**config.mk**
```make
export PLATFORM = sky130hd
export DESIGN_NAME = hazard_ctrl
export DESIGN_NICKNAME = d
export VERILOG_FILES = /design/src/rtl/hazard_ctrl.sv
export SDC_FILE = /design/constraint.sdc
export NUM_CORES = 1
export LEC_CHECK = 0
export CAP_MARGIN = 20
export CORE_MARGIN = 2
export CORE_UTILIZATION = 35
export CTS_CLUSTER_DIAMETER = 40
export DETAILED_ROUTE_END_ITERATION = 8
export GPL_ROUTABILITY_DRIVEN = 0
export PLACE_DENSITY = 0.71
export SLEW_MARGIN = 20
export SYNTH_ARGS = -nofsm -noshare
export SYNTH_HDL_FRONTEND = slang
export SYNTH_SLANG_ARGS = --single-unit
```
**constraint.sdc**
```tcl
create_clock -name clk -period 2.3 [get_ports clk]
set_clock_uncertainty 0.15 [all_clocks]
set_input_delay 0.69 -clock clk [delete_from_list [all_inputs] [get_ports clk]]
set_output_delay 0.69 -clock clk [all_outputs]
set_load 0.05 [all_outputs]
```
**src/rtl/hazard_ctrl.sv**
```systemverilog
// Pipeline hazard controller: load-use bubbles, branch redirects, dmem wait/timeout sequencing.
// Latency: stall/flush outputs are combinational from state and inputs. Backpressure: dmem_ready low stalls the pipe.
// Optional HAZARD_PERF_EN adds 32-bit load-use, memory-wait and redirect counters.
module hazard_ctrl #(
  parameter int MEM_TIMEOUT = 16,
  parameter int CNT_W       = 5
) (
  input  logic       clk,
  input  logic       rst,
  input  logic [4:0] id_rs1_addr,
  input  logic [4:0] id_rs2_addr,
  input  logic       id_use_rs1,
  input  logic       id_use_rs2,
  input  logic       ex_mem_read,
  input  logic [4:0] ex_rd_addr,
  input  logic       ex_branch_taken,
  input  logic       mem_access,
  input  logic       dmem_ready,
  output logic       pc_stall,
  output logic       ifid_stall,
  output logic       idex_stall,
  output logic       exmem_stall,
  output logic       ifid_flush,
  output logic       idex_flush,
  output logic       exmem_flush,
  output logic       memwb_flush,
  output logic       pc_redirect,
  output logic       mem_fault
`ifdef HAZARD_PERF_EN
  ,
  output logic [31:0] perf_lu_stalls,
  output logic [31:0] perf_mem_stalls,
  output logic [31:0] perf_flushes
`endif
);

  typedef enum logic [1:0] {RUN, MEM_WAIT, FAULT} state_t;

  state_t             state_q;
  logic [CNT_W-1:0]   wait_cnt_q;

  logic load_use, wait_cyc, in_fault, branch_act, lu_act;

  assign load_use = ex_mem_read && (ex_rd_addr != 5'd0) &&
                    ((id_use_rs1 && (id_rs1_addr == ex_rd_addr)) ||
                     (id_use_rs2 && (id_rs2_addr == ex_rd_addr)));

  // The cycle dmem_ready rises in MEM_WAIT is not a wait cycle: the pipe advances.
  assign wait_cyc   = ((state_q == RUN) && mem_access && !dmem_ready) ||
                      ((state_q == MEM_WAIT) && !dmem_ready);
  assign in_fault   = (state_q == FAULT);
  assign branch_act = (state_q == RUN) && !wait_cyc && ex_branch_taken;
  assign lu_act     = !in_fault && !wait_cyc && !branch_act && load_use;

  always_comb begin
    pc_stall    = 1'b0;
    ifid_stall  = 1'b0;
    idex_stall  = 1'b0;
    exmem_stall = 1'b0;
    ifid_flush  = 1'b0;
    idex_flush  = 1'b0;
    exmem_flush = 1'b0;
    memwb_flush = 1'b0;
    pc_redirect = 1'b0;
    mem_fault   = 1'b0;
    if (rst) begin
      ifid_flush  = 1'b1;
      idex_flush  = 1'b1;
      exmem_flush = 1'b1;
      memwb_flush = 1'b1;
    end else if (in_fault) begin
      mem_fault   = 1'b1;
      exmem_flush = 1'b1;
      memwb_flush = 1'b1;
    end else if (wait_cyc) begin
      pc_stall    = 1'b1;
      ifid_stall  = 1'b1;
      idex_stall  = 1'b1;
      exmem_stall = 1'b1;
      memwb_flush = 1'b1;
    end else if (branch_act) begin
      pc_redirect = 1'b1;
      ifid_flush  = 1'b1;
      idex_flush  = 1'b1;
    end else if (lu_act) begin
      pc_stall    = 1'b1;
      ifid_stall  = 1'b1;
      idex_flush  = 1'b1;
    end
  end

  always_ff @(posedge clk or posedge rst) begin
    if (rst) begin
      state_q    <= RUN;
      wait_cnt_q <= '0;
    end else begin
      case (state_q)
        RUN: begin
          if (mem_access && !dmem_ready) begin
            state_q    <= MEM_WAIT;
            wait_cnt_q <= CNT_W'(1);
          end
        end
        MEM_WAIT: begin
          if (dmem_ready) begin
            state_q    <= RUN;
            wait_cnt_q <= '0;
          end else if (wait_cnt_q == CNT_W'(MEM_TIMEOUT)) begin
            state_q    <= FAULT;
          end else if (wait_cnt_q != '1) begin
            wait_cnt_q <= wait_cnt_q + CNT_W'(1);
          end
        end
        FAULT: begin
          state_q    <= RUN;
          wait_cnt_q <= '0;
        end
        default: begin
          state_q    <= RUN;
          wait_cnt_q <= '0;
        end
      endcase
    end
  end

`ifdef HAZARD_PERF_EN
  logic [31:0] perf_lu_q, perf_mem_q, perf_br_q;

  always_ff @(posedge clk or posedge rst) begin
    if (rst) begin
      perf_lu_q  <= '0;
      perf_mem_q <= '0;
      perf_br_q  <= '0;
    end else begin
      if (lu_act)     perf_lu_q  <= perf_lu_q + 32'd1;
      if (wait_cyc)   perf_mem_q <= perf_mem_q + 32'd1;
      if (branch_act) perf_br_q  <= perf_br_q + 32'd1;
    end
  end

  assign perf_lu_stalls  = perf_lu_q;
  assign perf_mem_stalls = perf_mem_q;
  assign perf_flushes    = perf_br_q;
`endif

endmodule

```
==> results of run 1 <==
-- cells in the final DEF (no fill, tap or decap), drive strengths merged, types with 2 or more instances in the layout --
cell	instances
nand3	2
clkbuf	5
nor2	5
nand2	4
inv	6
a21oi	3
ha	3
clkdlybuf4s50	3
buf	47
a22o	2
o21ai	5
dlygate4sd2	3
dfrtp	7
clkdlybuf4s15	2
a21o	2
xnor2	2
xor2	8
nor4	3
-- path summary, 6_finish.rpt --
kind	end	cells after the start	slack, ns	start
setup / recovery	pc_stall	6	-0.53	id_rs2_addr[3]
hold / removal	wait_cnt_q[2]	1	0.41	wait_cnt_q[2]
setup reg to reg	wait_cnt_q[1]	7	0.24	wait_cnt_q[1]
hold reg to reg	wait_cnt_q[2]	1	0.41	wait_cnt_q[2]
max in group asynchronous	wait_cnt_q[4]	6	1.28	rst
min in group asynchronous	state_q[0]	6	0.63	rst
-- stage by stage --
step                 util  total power, uW  setup TNS [ns]  cells  instance area (um2)
floorplan               -              257           -1.74     76                  768
global placement    0.749              374           -5.85    148                 1320
global route        0.848              555           -2.02    158                 1500
detailed placement  0.749              379           -6.09    148                 1320
CTS                 0.831              516           -1.78    157                 1470
finish              0.848              525           -1.74    158                 1500
-- per-layer routing --
layer / part of all wire / up-vias / wire, um / global-route usage
met2: 0.56 / 25 / 1400 / 0.440
li1: - / 390 / - / -
met1: 0.37 / 390 / 925 / 0.273
met5: 0 / - / 0 / 0
met4: 0.011 / 0 / 28 / 0.0811
met3: 0.059 / 4 / 147 / 0.0792
-- kinds of logic after synthesis --
kind of cell	count (synthesis)	synth area share
compound gates	21	0.225
fa+ha+maj	3	0.0558
simple gates	25	0.251
flops	7	0.260
xor+xnor	10	0.130
buf+inv	10	0.0781
-- final cells by class --
type / instances / area [um2]
multi-input combinational: 59 / 624
timing repair buffer: 56 / 606
fill: 106 / 269
sequential: 7 / 175
inverter: 7 / 32.5
tap: 25 / 31.3
clock buffer: 4 / 26.3
-- state kept, by name, summed over array words and instances, names as in the netlist --
register,count
state_q,2
wait_cnt_q,5
-- power by group --
group | switching [uW] | internal [uW] | leakage, uW
Clock | 46.7 | 66.3 | 0.0000150
Sequential | 7.49 | 131 | 0.0000934
Combinational | 131 | 143 | 0.000548
Total | 185 | 340 | 0.000656
-- timing repair --
item	in CTS	in global routing
pin swaps	23	6
buffers inserted	5	1
setup endpoints to repair	10	9
endpoints found under the hold margin	0	0
gates resized for setup	87	9
==> qor.csv, run 1 <==
metric;value;unit
share of layout cells above drive strength 1;0.594;
status;finished, violations left;
final worst slack;-0.530;ns
max incr delay on CP;0.34;ns
Max Fclk;353;MHz
Hold Buf Count CTS;0;
DP HPWL;1850;um
Initial Utilization;0.382;
IO Port Bufs;32;
Total GRT Usage;0.246;
Crit Path Class;in -> out;
Die ar.;2290;um2
drt drc;0;
Gate Count Post-Synth;76;
Fin. Hold Viols;0;
global route overflow;0;
Core Area;1760;um2
leading register cell type out of synthesis;dfrtp_1;
worst-skew pair later-pin latency;0.26;ns
Cell Area, Synth;673;um2
RSZ-0062 raised after global routing;true;
crit path DAT;1.99;ns
Sink Count;7;
Synth area leader;dfrtp_1;
largest net degree at the start of global routing;10;
Die X;47.9;um
Die H;47.9;um
CP max-delay cell;o32ai_4;
initial antenna violation count;0;
number of global-route vias before repair;827;
CP startpoint kind;input pin;
Yosys reg bits;7;
period utilization;1.23;
number of synthesized flops with an enable pin;0;
Slew @ Worst Pin;0.315;ns
first-pass GRT wire length;3730;um
clock-pin slew on the worst setup and hold paths;0.05;ns
Buf+Inv Stages, Crit Path;2;
Via density;5.12;
P&R area growth vs syn;122;%
Iter 0 DRT Violations;16;
most common cell in the netlist;xor2_1;
crit-path cells;buf_6 -> xor2_2 -> nor4_4 -> a32oi_4 -> o32ai_4 -> buf_12;
drt first pass iters;4;
top-level I/O count;33;
Worst IR Drop VDD;0.316;mV
syn_area_per_cell;8.86;um2
final setup vio count;5;
max_cap viols;0;
Netlist cell types;37;
Yosys top cell area share;0.260;
setup slack at placement;-0.998;ns
worst hold slack;0.406;ns
Routed Antenna Nets;0;
delay-heaviest family, CP;compound AO/OA/AOI/OAI gates;
Lkg Pwr;0.000656;uW
maximum clock insertion buffer count;2;
failing checks;setup timing;
vias after detailed routing;809;
CTS tree;done;
Slew HR;0.788;
Rows;15;
Syn Nets;102;
CP max FO;2;
Crit path required time;1.46;ns
routed len/inst;15.8;um
leading post-synthesis cells by cell area;dfrtp_1, xor2_1, ha_1;
Async S/R FF share, synth;1.00;
number of diodes;0;
post-synthesis sequential area ratio;0.260;
final WL;2500;um
H-tree depth;1;
Power Density;351;nW/um2
yosys warns;0;
fin crit period;2.83;ns
HP Class;reg -> reg;
cts bufs inserted;3;
list of most frequent post-synthesis cells;xor2_1, dfrtp_1, inv_1;
Worst setup EP type;output pin;
Slew Viols, Final;0;
CTS Root Cell;clkbuf_4;
final net count;160;
Power figures use the tool's default switching activity.
==> run 2: changes to the inputs <==
--- a/config.mk
+++ b/config.mk
@@ -7,11 +7,12 @@
 export LEC_CHECK = 0
 export CAP_MARGIN = 20
 export CORE_MARGIN = 2
-export CORE_UTILIZATION = 35
+export CORE_UTILIZATION = 37
+export CTS_BUF_LIST = sky130_fd_sc_hd__clkbuf_4 sky130_fd_sc_hd__clkbuf_8
 export CTS_CLUSTER_DIAMETER = 40
 export DETAILED_ROUTE_END_ITERATION = 8
 export GPL_ROUTABILITY_DRIVEN = 0
-export PLACE_DENSITY = 0.71
+export PLACE_DENSITY = 0.74
 export SLEW_MARGIN = 20
 export SYNTH_ARGS = -nofsm -noshare
 export SYNTH_HDL_FRONTEND = slang
==> run 2 against run 1 <==
Effect of this change: the run still ends with setup timing left; sequential share of layout area grew 0.079 points; first-iteration DRC count grew 19%; routed wire length increased by 9.7%; critical endpoint is now ifid_stall; non-clock buffer count stayed put; final cell count unchanged; cell area is 0.67% lower.
==> qor.csv, run 2 (synthesis results as in run 1) <==
metric;value;unit;change
Iter 0 DRT Violations;19;;+3
Reg power frac;0.256;;-0.008
final net count;160;;unchanged
Slew @ Worst Pin;0.351;ns;+0.0356 ns
status;finished, violations left;;
Fin. Hold Viols;0;;unchanged
Crit Path Class;in -> out;;
drt drc;0;;unchanged
period utilization;1.24;;+0.0122
number of global-route vias before repair;824;;-0.36%
Sw Pwr;188;uW;+1.5%
Worst setup EP type;output pin;;
Die X;46.7;um;-2.5%
CP startpoint kind;input pin;;
Initial Utilization;0.390;;+0.00829
max_cap viols;0;;unchanged
CTS Root Cell;clkbuf_4;;
final WL;2740;um;+9.7%
Slew Viols, Final;0;;unchanged
P&R area growth vs syn;121;%;
most common cell after layout, fill and taps aside;buf_4;;
drt first pass iters;5;;+1
final worst slack;-0.559;ns;-0.0280 ns
biggest regs;wait_cnt_q x5, state_q x2;;
Routed Antenna Nets;0;;unchanged
Max Fclk;350;MHz;-0.98%
fin crit period;2.86;ns;+0.0280 ns
largest net degree at the start of global routing;10;;unchanged
Via density;5.30;;+3.5%
Logic pwr share;0.511;;-0.010
Power Density;362;nW/um2;+3.1%
Worst IR Drop VDD;0.401;mV;+27%
clock-pin slew on the worst setup and hold paths;0.05;ns;about the same
most frequent cells in the layout;buf_4, buf_12, buf_6, buf_2, dfrtp_1;;
endpoint of the worst hold path;wait_cnt_q[2];;
Net Sw Frac;0.349;;-0.00314
Lkg Pwr;0.000663;uW;+1.1%
failing checks;setup timing;;
CP max FO;2;;unchanged
R2R Path Start;wait_cnt_q[0];;
worst-skew pair later-pin latency;0.25;ns;about the same
placed inst area;1320;um2;unchanged
FF-to-FF setup slack;0.29;ns;+0.05 ns
RSZ-0062 raised after global routing;true;;
Crit path required time;1.46;ns;about the same
top-level I/O count;33;;unchanged
initial antenna violation count;0;;unchanged
first-pass GRT wire length;3810;um;+2.2%
cts bufs inserted;3;;unchanged
Int Pwr;350;uW;+2.9%
Util after Layout;0.860;;+0.0126
Clk pwr share;0.232;;+0.017
routed len/inst;17.3;um;+9.7%
Total GRT Usage;0.263;;+0.0170
vias after detailed routing;837;;+3.5%
R2R cell count;7;;unchanged
H-tree depth;1;;unchanged
Sink Count;7;;unchanged
Design Area, Final;1490;um2;-0.67%
Core Area;1730;um2;-2.1%
maximum clock insertion buffer count;2;;unchanged
Largest register FFs;5;;unchanged
Slew HR;0.768;;-0.0204
Fillers;95;;-10%
global route overflow;0;;unchanged
IO Port Bufs;32;;unchanged
HP Class;reg -> reg;;
Biggest register;wait_cnt_q;;
Die ar.;2180;um2;-5.0%
DP HPWL;1840;um;-0.56%
number of diodes;0;;unchanged
Rows;15;;unchanged
Setup crit start;id_rs1_addr[0];;
share of layout cells above drive strength 1;0.586;;-0.00752
r2r endpoint;wait_cnt_q[1];;
hold wc startpoint;wait_cnt_q[2];;
crit path DAT;2.02;ns;+0.03 ns
hold path depth;1;;unchanged
CTS tree;done;;
final setup vio count;8;;+3
Die H;46.7;um;-2.5%
run 2: changes by cell type in the layout (fill, tap and decap cells not counted), sizes merged:
cell	previous run	this run
dlygate4sd2	3	5
clkdlybuf4s15	2	1
buf	47	46
run 2: what timing repair did:
action                     4_1_cts  5_1_grt
hold buffers                     0        0
pin swaps                       18        5
setup endpoints to repair       10        9
setup buffers                    5        3
gates resized for setup         85        8
run 2: layout make-up:
cell class,count,area (um2),share of cell area
Multi-Input combinational cell,59,606,0.408
Tap cell,25,31.3,0.0211
Clock buffer,4,30.0,0.0202
Inverter,7,32.5,0.0219
Sequential cell,7,175,0.118
Timing Repair Buffer,56,611,0.411
run 2: power groups by stage:
stage	Combinational, uW	Sequential, uW	Clock, uW
2_1_floorplan	118	138	0
3_3_place_gp	235	139	0
3_5_place_dp	241	140	0
4_1_cts	261	138	127
5_1_grt	290	139	137
6_report	275	138	125
run 2: metal layers:
metal	GRT usage	up-vias	wire (um)
li1	-	386	-
met4	0.0500	0	46
met5	0	-	0
met3	0.0667	8	138
met1	0.269	405	930
met2	0.528	38	1630
run 2: per-stage QoR:
| step | setup WS, ns | std cells | hold slack [ns] | total power, uW | TNS (ns) |
|---|---|---|---|---|---|
| 5_1_grt | -0.616 | 158 | 0.445 | 565 | -2.31 |
| 3_5_place_dp | -0.970 | 148 | 0.376 | 380 | -6.07 |
| 3_3_place_gp | -0.932 | 148 | 0.366 | 374 | -5.83 |
| 2_1_floorplan | -0.659 | 76 | 0.328 | 257 | -1.74 |
| 4_1_cts | -0.546 | 157 | 0.389 | 526 | -1.79 |
| 6_report | -0.559 | 158 | 0.395 | 538 | -1.98 |
run 2: worst max-delay path, stage by stage:
cell and delay (ns):
buf_2 0.12, xor2_2 0.19, nor4_4 0.33, a32oi_2 0.15
o32ai_4 0.36, buf_12 0.19
run 2: how the worst max path moves through the flow:
| stage | end |
|---|---|
| 2_1_floorplan | pc_stall |
| 3_3_place_gp | pc_stall |
| 3_5_place_dp | ifid_stall |
| 4_1_cts | ifid_stall |
| 5_1_grt | ifid_stall |
| 6_report | ifid_stall |
